## src/rtl/busca_de_instrucao.sv

```systemverilog
// Fetch stage: drives the next PC, reads instruction memory over req/ack and
// hands {instruction, PC} to decode through a slot register with a one-entry skid.
module busca_de_instrucao #(
  parameter int LARGURA_END   = 26,
  parameter int LARGURA_INSTR = 32,
  parameter int MAX_ESPERA    = 255
) (
  input  logic                     clock,
  input  logic                     pc_reset,
  input  logic [LARGURA_END-1:0]   pc_atual,
  output logic [LARGURA_END-1:0]   endereco_proximo,
  output logic                     mem_req,
  output logic [LARGURA_END-1:0]   mem_endereco,
  input  logic                     mem_ack,
  input  logic [LARGURA_INSTR-1:0] mem_dado,
  output logic                     instr_valida,
  output logic [LARGURA_INSTR-1:0] instrucao,
  output logic [LARGURA_END-1:0]   instr_pc,
  input  logic                     decod_pronto,
  input  logic                     desvio_valido,
  input  logic [LARGURA_END-1:0]   desvio_endereco,
  output logic                     erro_busca
);

  typedef enum logic [1:0] {REQ, CHEIO, DESCARTE} estado_t;

  estado_t                  estado, estado_prox;
  logic [LARGURA_END-1:0]   end_pendente;
  logic [LARGURA_INSTR-1:0] skid_instr;
  logic [LARGURA_END-1:0]   skid_pc;
  logic [7:0]               espera;
  logic                     slot_livre;
  logic                     carrega_slot, carrega_skid, carrega_de_skid;

  assign slot_livre = !instr_valida || decod_pronto;

  always_comb begin
    estado_prox      = estado;
    mem_req          = 1'b0;
    mem_endereco     = pc_atual;
    endereco_proximo = pc_atual;
    carrega_slot     = 1'b0;
    carrega_skid     = 1'b0;
    carrega_de_skid  = 1'b0;
    unique case (estado)
      REQ: begin
        mem_req = 1'b1;
        if (mem_ack) begin
          endereco_proximo = pc_atual + LARGURA_END'(1);
          // an ack coinciding with a redirect is dropped here
          if (!desvio_valido) begin
            if (slot_livre) carrega_slot = 1'b1;
            else begin
              carrega_skid = 1'b1;
              estado_prox  = CHEIO;
            end
          end
        end else if (desvio_valido) begin
          estado_prox = DESCARTE;
        end
      end
      CHEIO: begin
        if (desvio_valido) estado_prox = REQ;
        else if (decod_pronto) begin
          carrega_de_skid = 1'b1;
          estado_prox     = REQ;
        end
      end
      DESCARTE: begin
        // finish the abandoned request so the memory sees a clean handshake
        mem_req      = 1'b1;
        mem_endereco = end_pendente;
        if (mem_ack && !desvio_valido) estado_prox = REQ;
      end
      default: estado_prox = REQ;
    endcase
    if (desvio_valido) endereco_proximo = desvio_endereco;
    if (pc_reset) begin
      mem_req          = 1'b0;
      endereco_proximo = '0;
    end
  end

  always_ff @(posedge clock or posedge pc_reset) begin
    if (pc_reset) begin
      estado       <= REQ;
      end_pendente <= '0;
      instr_valida <= 1'b0;
      instrucao    <= '0;
      instr_pc     <= '0;
      skid_instr   <= '0;
      skid_pc      <= '0;
      espera       <= '0;
      erro_busca   <= 1'b0;
    end else begin
      estado <= estado_prox;
      if (estado == REQ) end_pendente <= pc_atual;

      if (desvio_valido) instr_valida <= 1'b0;
      else if (carrega_slot) begin
        instr_valida <= 1'b1;
        instrucao    <= mem_dado;
        instr_pc     <= pc_atual;
      end else if (carrega_de_skid) begin
        instr_valida <= 1'b1;
        instrucao    <= skid_instr;
        instr_pc     <= skid_pc;
      end else if (decod_pronto) instr_valida <= 1'b0;

      if (carrega_skid) begin
        skid_instr <= mem_dado;
        skid_pc    <= pc_atual;
      end

      // timeout flag is sticky; the fetch itself keeps waiting
      if (mem_req && mem_ack) espera <= '0;
      else if (mem_req) begin
        if (espera != 8'(MAX_ESPERA)) espera <= espera + 8'd1;
        if (espera == 8'(MAX_ESPERA - 1)) erro_busca <= 1'b1;
      end
    end
  end

endmodule

```

## config.mk

```make
export PLATFORM = sky130hd
export DESIGN_NAME = busca_de_instrucao
export DESIGN_NICKNAME = d
export VERILOG_FILES = /design/src/rtl/busca_de_instrucao.sv
export SDC_FILE = /design/constraint.sdc
export NUM_CORES = 1
export LEC_CHECK = 0
export CAP_MARGIN = 20
export CELL_PAD_IN_SITES_DETAIL_PLACEMENT = 1
export CELL_PAD_IN_SITES_GLOBAL_PLACEMENT = 1
export CORE_MARGIN = 10
export CORE_UTILIZATION = 25
export CTS_CLUSTER_SIZE = 25
export DETAILED_ROUTE_END_ITERATION = 6
export GPL_TIMING_DRIVEN = 0
export PLACE_DENSITY = 0.56
export SLEW_MARGIN = 20
export SYNTH_ARGS = -nofsm -noshare
export SYNTH_HDL_FRONTEND = slang
export SYNTH_SLANG_ARGS = --single-unit
export TNS_END_PERCENT = 20
```

## constraint.sdc

```tcl
create_clock -name clock -period 17.7 [get_ports clock]
set_input_delay 3.54 -clock clock [delete_from_list [all_inputs] [get_ports clock]]
set_output_delay 3.54 -clock clock [all_outputs]
set_load 0.03 [all_outputs]
```

After elaboration in Yosys (flattened, before gate mapping)
Index checks and enable logic that the tools add are counted.

Add/subtract/negate cells: 2. Equal/unequal tests: 9. Mux-type cells: 37. Bitwise logic cells: 2. Reduce and logical (&&, ||, !) cells: 15.

Operator list (number): $mux 26 (7); $mux 32 (2); $add 26x1->26 const B (1); $mux 8 (3); $mux 1 (17); $mux 2 (7); $ne 3x3->1 const B (4); $add 8x1->8 const B (1); $eq 8x8->1 const B (1); $ne 8x8->1 const B (1); $pmux 2 s3 (1); $reduce_bool 2->1 (3); $reduce_and 5->1 (1); $reduce_and 2->1 (2); $reduce_bool 4->1 (1); $reduce_and 3->1 (1); $eq 2x1->1 const B (1); $eq 2x2->1 const B (1); $logic_and 1x1->1 (2); $logic_not 1->1 (2); $logic_not 2->1 (1); $ne 2x2->1 const B (1); $not 1->1 (2); $reduce_or 2->1 (1); $logic_or 1x1->1 (1).

Bits in registers: 154. Input bits: 89. Output and inout port bits: 113. Word-level logic and storage cells: 74.

Logic depth before layout (Yosys ltp)
Gate-level depths: netlist of the first run.

Word-level depth: 8. Depth in mapped cells: 8.

Least setup slack after synthesis of the first run
OpenSTA, ideal clock, no wires.

Path type: input -> output. Start point: input port pc_reset. End point: output port endereco_proximo[24]. Data arrival time: 9707 ps. Data required time: 14160 ps. Setup slack: 4453 ps. Stages: 4. Path buffers: 1. Cells stage by stage: inv_1 > clkbuf_1 > o21ai_0 > nor3b_1.

Cells in the longest elaborated chain, start to end: 1.

RTL lines: start: declaration (RTL line 9) `input logic pc_reset,`; $mux 26 (RTL line 78) `if (pc_reset) begin`; end: declaration (RTL line 11) `output logic [LARGURA_END-1:0] endereco_proximo,`.

No other way between the ends.

Worst setup path in the final report of the first run
Start point: input port pc_atual[0]. End point: output port endereco_proximo[18].

Cells in the longest elaborated chain, start to end: 5.

RTL lines: start: declaration (RTL line 10) `input logic [LARGURA_END-1:0] pc_atual,`; $add 26x1->26 (RTL line 49) `endereco_proximo = pc_atual + LARGURA_END'(1);`; $mux 26 (RTL line 48) `if (mem_ack) begin`; $mux 26 (RTL line 45) `unique case (estado)`; $mux 26 (RTL line 77) `if (desvio_valido) endereco_proximo = desvio_endereco;`; $mux 26 (RTL line 78).

No other way between the ends.

==> results of run 1 <==
-- metal layers --
layer,vias up,wire [microns]
met2,122,13500
li1,2975,-
met1,3168,12600
met5,-,7
met4,2,488
met3,30,1440
-- power by group through the flow --
stage	clock [W]	sequential (W)	combinational, W
4_1_cts	0.000422	0.000467	0.000399
3_3_place_gp	0	0.000470	0.000392
3_5_place_dp	0	0.000473	0.000398
6_report	0.000410	0.000466	0.000390
5_1_grt	0.000436	0.000477	0.000421
2_1_floorplan	0	0.000538	0.000150
-- kinds of logic after synthesis --
kind of cell,share of synthesized area
AOI/OAI and AO/OA,0.0951
muxes,0.235
adders and majority gates,0.00618
DFF,0.501
xor gates and xnor gates,0.0148
and+or+nand+nor,0.114
buffers and inverters,0.0346
-- path summary, 6_finish.rpt --
kind	to	start	depth (start not counted)
max	endereco_proximo[18]	pc_atual[0]	8
min	instr_pc[21]	instr_pc[21]	2
max reg2reg	skid_pc[15]	estado[0]	6
min reg2reg	instr_pc[21]	instr_pc[21]	2
max in group asynchronous	skid_pc[4]	pc_reset	5
min in group asynchronous	instr_pc[15]	pc_reset	3
-- synthesized netlist by cell type, types with 7 or more instances --
| cell | number | share of area |
|---|---|---|
| or4_1 | 7 | 0.0068 |
| o21ai_0 | 73 | 0.047 |
| a311oi_1 | 10 | 0.011 |
| a211oi_1 | 7 | 0.0068 |
| buf_1 | 11 | 0.0054 |
| nand2_1 | 79 | 0.039 |
| nor2_1 | 33 | 0.016 |
| nand3_1 | 15 | 0.0098 |
| dfrtp_1 | 154 | 0.50 |
| mux2_2 | 107 | 0.16 |
| clkbuf_1 | 37 | 0.018 |
| xnor2_1 | 10 | 0.011 |
| mux2i_1 | 60 | 0.078 |
| inv_1 | 11 | 0.0054 |
| nand4_1 | 9 | 0.0073 |
-- area by class of cell --
type / count / area (sq um)
Sequential cell: 154 / 3850
Tap cell: 396 / 495
Inverter: 12 / 45.0
Clock inverter: 12 / 188
Timing Repair Buffer: 197 / 2020
Clock buffer: 20 / 447
Multi-Input combinational cell: 484 / 3590
Antenna cell: 5 / 12.5
Fill cell: 3410 / 19600
Buffer: 55 / 225
-- placed cells by master, fill, tap and decap left out, types with 4 or more instances in the layout --
master	netlist	layout
or4_1	7	7
o21ai_0	73	73
nor2b_1	4	4
a311oi_1	10	10
or3_1	5	5
nor3_1	6	6
inv_1	11	11
a211oi_1	7	7
clkbuf_1	37	38
nand3_1	15	15
o31ai_1	6	6
nand4_1	9	9
nor2_1	33	33
nand2_1	79	79
buf_2	5	5
xnor2_1	10	10
clkdlybuf4s50_1	0	192
bufinv_16	0	4
clkbuf_16	0	17
mux2_2	107	107
diode_2	0	5
dfrtp_1	154	154
mux2i_1	60	60
buf_1	11	11
-- per-stage QoR --
stage               cell area (sq um)  total power [W]  hold slack [ns]  utilization  setup WS (ns)
floorplan                        7700         0.000688            0.475            -           4.45
global placement                10100         0.000861            0.463        0.332          0.743
detailed placement              10200         0.000870            0.472        0.335           7.26
CTS                             10800          0.00129            0.486        0.356           7.26
global route                    10900          0.00133            0.506        0.356           7.15
finish                          10900          0.00127            0.479        0.356           7.28
-- worst reg2reg max path, delay by kind of cell, from the launching register on --
kind                   cells  cell delay (ns)
DFF                        1             0.36
buffers and inverters      3             1.06
and+or+nand+nor            2             0.96
muxes                      1             0.39
-- registers in the layout (all words and copies together), names as in the netlist --
name and flops:
espera 8, skid_instr 32, instr_pc 26, end_pendente 26, instr_valida 1, estado 2
instrucao 32, erro_busca 1, skid_pc 26
==> summary.md, run 1 <==
| Metric | Value |
|---|---|
| Run status | complete, no violations |
| # DRC | 0 |
| Max Fclk | 0.0959 GHz |
| Post-CTS Hold Fix Bufs | 0 |
| Worst Setup End Kind | output port |
| Most used routing layer | met2 |
| Max FO, Critical Path | 8 |
| Syn. warnings | 0 |
| Post-synth EDFFs | 0 |
| Critical path, cell by cell | clkdlybuf4s50_1, ha_1, inv_1, or4_1, clkbuf_1, or4_1, a311oi_1, clkdlybuf4s50_1 |
| Dpl cells | 1297 |
| CP max stage cell | clkdlybuf4s50_1 |
| Worst path top cell family by delay | buffers and inverters |
| Syn-to-layout area delta | 41.3% |
| Fin. max-slew vios | 0 |
| Sw power | about 0.00042 W |
| Max Buffers Root-to-Sink | 2 |
| Cell variety after synth | 56 |
| CTS buffer count | 17 |
| Nets | between 1k and 1.5k |
| Total number of vias | 6297 |
| Reg power frac | 0.368 |
| Tightest Pin Transition | 0.895 ns |
| Gpl congestion | 0.773 |
| Yosys reg bits | roughly 150 |
| TritonCTS clock tree | yes |
| M3 GR Usage | 0.0384 |
| Clock Power Share | 0.324 |
| Primary FF master, synth | dfrtp_1 |
| Slew headroom | 0.404 |
| Synthesized Nets | 797 |
| Final hold violation count | 0 |
| Worst path bufs/invs | 4 |
| Met2 global-route usage | 0.238 |
| Crit path DAT | 6.88 ns |
| Sw Ratio | 0.335 |
| Combinational Power Share | 0.308 |
| Cell Count, Final, Fillers Out | around 1.3k |
| Leakage | 4.78 nW |
| CP Launch Type | input pin |
| CTS sink cnt | 154 |
| Drt wl/cell | 21.0 microns |
| Layout cells sized above 1 | 0.167 |
| Rows | 64 |
| Die H | between 150 and 200 microns |
| Register area share after synthesis | 0.501 |
| R2R Setup Slk | around 15 ns |
| CORE AREA | 30500 sq um |
| Total global-route track usage | 0.145 |
| Initial Util | 0.252 |
| Final critical-path share of the clock period | 0.589 |
| Initial DRT Pass Iterations | 4 |
| Gate Count Post-Synth | 705 |
| Die Area | 38200 sq um |
| Root buffer cell | clkbuf_16 |
| Max IR drop VDD | ~0.000059 V |
| Max Clock Skew | 0.0156 ns |
| H-tree depth | 4 |
| First-pass GRT wire length | around 43000 microns |
| Worst-Skew Late Latency | 0.43 ns |
| Hold crit path type | reg -> reg |
| Met1 Use GR | 0.181 |
| Total setup buffers inserted after CTS | 0 |
| Initial antenna violation count | 5 |
| Post-synth ARST share | 1.00 |
| Required @ worst endpoint | 14.16 ns |
| Crit-path max cell delay | approximately 0.74 ns |
| Setup Viol. Count Final | 0 |
| Synth Area per Inst | 10.9 sq um |
| Setup TNS Final | 0 ns |
| DRT iter0 DRCs | around 210 |
| Num ports | 202 |
| GR Overflow Total | 0 |
| Number of global-route vias before repair | between 6k and 7k |
| Max Cap Viol | 0 |
| Die X | 195 microns |
| Power Internal | 0.000842 W |
| Post-CTS sizing | 0 |
| Critical path type | in -> out |
| Hpwl dp | between 20000 and 25000 microns |
| Largest net degree at the start of global routing | 48 |
| Routed wire length | approximately 28000 microns |
| Power Dens Cells | approximately 120 nW/um^2 |
| ANT nets after route | 0 |
| Worst-path clk slew | around 0.070 ns |
| Number of port buffers | 192 |
| Fin crit period | 10.42 ns |
| Vias per cell | between 4 and 5 |
| Post-Syn Area | 7700 sq um |
| RSZ-0062 raised after global routing | false |
No activity file was read; power rests on OpenSTA's default activity.
==> run 2, diff against run 1 <==
Settings changed: PLACE_DENSITY 0.56 to 0.58.
Clock period 17.7 ns to 8.49 ns, I/O delays scaled along.
==> run 2 against run 1 <==
  * Clock skew shrank 0.00088 ns
  * Clock-buffer cell count shrank 3
  * First-iteration DRC count shrank 10%
  * Combinational power grew 110%
  * Critical path depth is the same
  * Register-to-register slack lost 9.2 ns
  * Sequential share of layout area grew 0.18 points
==> summary.md, run 2 (synthesis results as in run 1) <==
| Metric | Value |
|---|---|
| Run status | complete, no violations |
| Tightest Pin Transition | 0.903 ns |
| Metal3 WL | 1490 microns |
| CP Launch Type | input pin |
| Initial antenna violation count | 4 |
| Crit path from | pc_atual[0] |
| Post-layout util | 0.355 |
| Commonest non-fill, non-tap cell in the layout | clkdlybuf4s50_1 |
| CP Depth | 8 |
| Fin crit period | between 6 and 7 ns |
| Max Cap Viol | 0 |
| CORE AREA | 30500 sq um |
| Crit-path max cell delay | 0.75 ns |
| Routed wire length | 28000 microns |
| Largest registers | instrucao x32, skid_instr x32 |
| Wl on met1 | 12600 microns |
| Total setup buffers inserted after CTS | 0 |
| Max IR drop VDD | 0.000119 V |
| Nets | 1011 |
| CP max stage cell | clkdlybuf4s50_1 |
| Worst path bufs/invs | 4 |
| Rows | 64 |
| Total number of vias | 6285 |
| GR Overflow Total | 0 |
| Initial Util | 0.252 |
| Final critical-path share of the clock period | 0.797 |
| Num ports | 202 |
| Worst-Skew Late Latency | 0.43 ns |
| TritonCTS clock tree | yes |
| Worst path top cell family by delay | buffers and inverters |
| FF-to-FF Start | estado[0] |
| Max Clock Skew | 0.0147 ns |
| Vias per cell | 4.73 |
| Post-Place Cell Area | 10200 sq um |
| Crit path DAT | between 5 and 6 ns |
| Design area | 10800 sq um |
| Worst flop-to-flop path endpoint | skid_pc[14] |
| H-tree depth | 4 |
| Final hold violation count | 0 |
| Post-CTS Hold Fix Bufs | 0 |
| Critical path, cell by cell | clkdlybuf4s50_1, ha_1, inv_1, or4_1, clkbuf_1, or4_1, a311oi_1, clkdlybuf4s50_1 |
| Gpl congestion | 0.749 |
| Cell Count, Final, Fillers Out | 1330 |
| Die Area | 38200 sq um |
| Syn-to-layout area delta | 40.5% |
| RSZ-0062 raised after global routing | false |
| Die X | 195 microns |
| Fillers | approximately 3.4k |
| Setup Viol. Count Final | 0 |
| Leakage | roughly 4.8 nW |
| Hpwl dp | 20700 microns |
| ANT nets after route | 0 |
| Critical path type | in -> out |
| DRT iter0 DRCs | 187 |
| R2R Setup Slk | roughly 5.6 ns |
| Worst Setup End Kind | output port |
| Max Buffers Root-to-Sink | 2 |
| Hold_sp | instr_pc[1] |
| Layout cells sized above 1 | 0.166 |
| Initial DRT Pass Iterations | 4 |
| Area of the multi-input gates | 3590 sq um |
| Total global-route track usage | 0.145 |
| First-pass GRT wire length | 43400 microns |
| Slew headroom | 0.398 |
| Worst-path clk slew | 0.07 ns |
| Fin. max-slew vios | 0 |
| Max FO, Critical Path | 8 |
| # DRC | 0 |
| Die H | 195 microns |
| Post-CTS sizing | 0 |
| R2R cell count | 6 |
| Drt wl/cell | about 21 microns |
| Number of port buffers | between 150 and 200 |
| Commonest cells after routing, fill and taps aside | 192 x clkdlybuf4s50_1, 154 x dfrtp_1, 107 x mux2_2 |
| Max Fclk | 0.148 GHz |
| DR top layer | met5 |
| CTS buffer count | 17 |
| Required @ worst endpoint | about 6.8 ns |
| CTS sink cnt | 154 |
| Largest net degree at the start of global routing | between 50 and 60 |
| Reg area | 3850 sq um |
| Met2 routed WL | 13700 microns |
| Power Dens Cells | 241 nW/um^2 |
| Number of global-route vias before repair | 6884 |
| Hold crit path type | reg -> reg |
| Root buffer cell | clkbuf_16 |
| Dpl cells | ~1.3k |
| Worst setup path endpoint | endereco_proximo[22] |
## run 2: how the worst min path moves through the flow
| stage | slack, ns | cells after the start | to |
|---|---|---|---|
| 2_1_floorplan | 0.47 | 1 | end_pendente[20] |
| 4_1_cts | 0.49 | 2 | instr_pc[22] |
| 3_5_place_dp | 0.47 | 2 | instr_pc[22] |
| 5_1_grt | 0.52 | 2 | instr_pc[8] |
| 3_3_place_gp | 0.46 | 2 | instrucao[24] |
| 6_report | 0.48 | 2 | instr_pc[1] |
## run 2: per-stage QoR
step / TNS (ns) / power, W / hold slack [ns] / setup slack, ns
after CTS: 0 / 0.00266 / 0.486 / 1.72
after global placement: -1.04 / 0.00179 / 0.462 / -0.382
final: 0 / 0.00261 / 0.478 / 1.72
after floorplan: 0 / 0.00143 / 0.475 / 1.71
after detailed placement: 0 / 0.00182 / 0.471 / 1.72
after global routing: 0 / 0.00276 / 0.518 / 1.63
## run 2: routing by layer
layer	vias to the layer above	global-route usage
met5	-	0
met4	2	0.0379
met3	15	0.0425
met2	117	0.240
met1	3191	0.181
li1	2960	-
## run 2: worst min-delay path, delay by kind of cell (launching register included)
kind,cells,cell delay [ns]
simple gates,1,0.05
compound gates,1,0.06
flops,1,0.34
## run 2: final cells by class
type | instances | share of cell area
well taps | 396 | 0.0458
clock inverters | 14 | 0.0171
flip-flops and latches | 154 | 0.356
clock buffers | 17 | 0.0393
repair buffers | 195 | 0.183
plain buffers | 55 | 0.0214
diodes | 3 | 0.000694
multi-input cells | 484 | 0.332
inverters | 12 | 0.00416
## run 2: power breakdown
group | switching (W) | leakage (nW) | total (W) | internal [W]
sequential | 0.0000831 | 2.00 | 0.000972 | 0.000889
combinational | 0.000455 | 2.46 | 0.000812 | 0.000358
clock | 0.000357 | 0.295 | 0.000828 | 0.000471
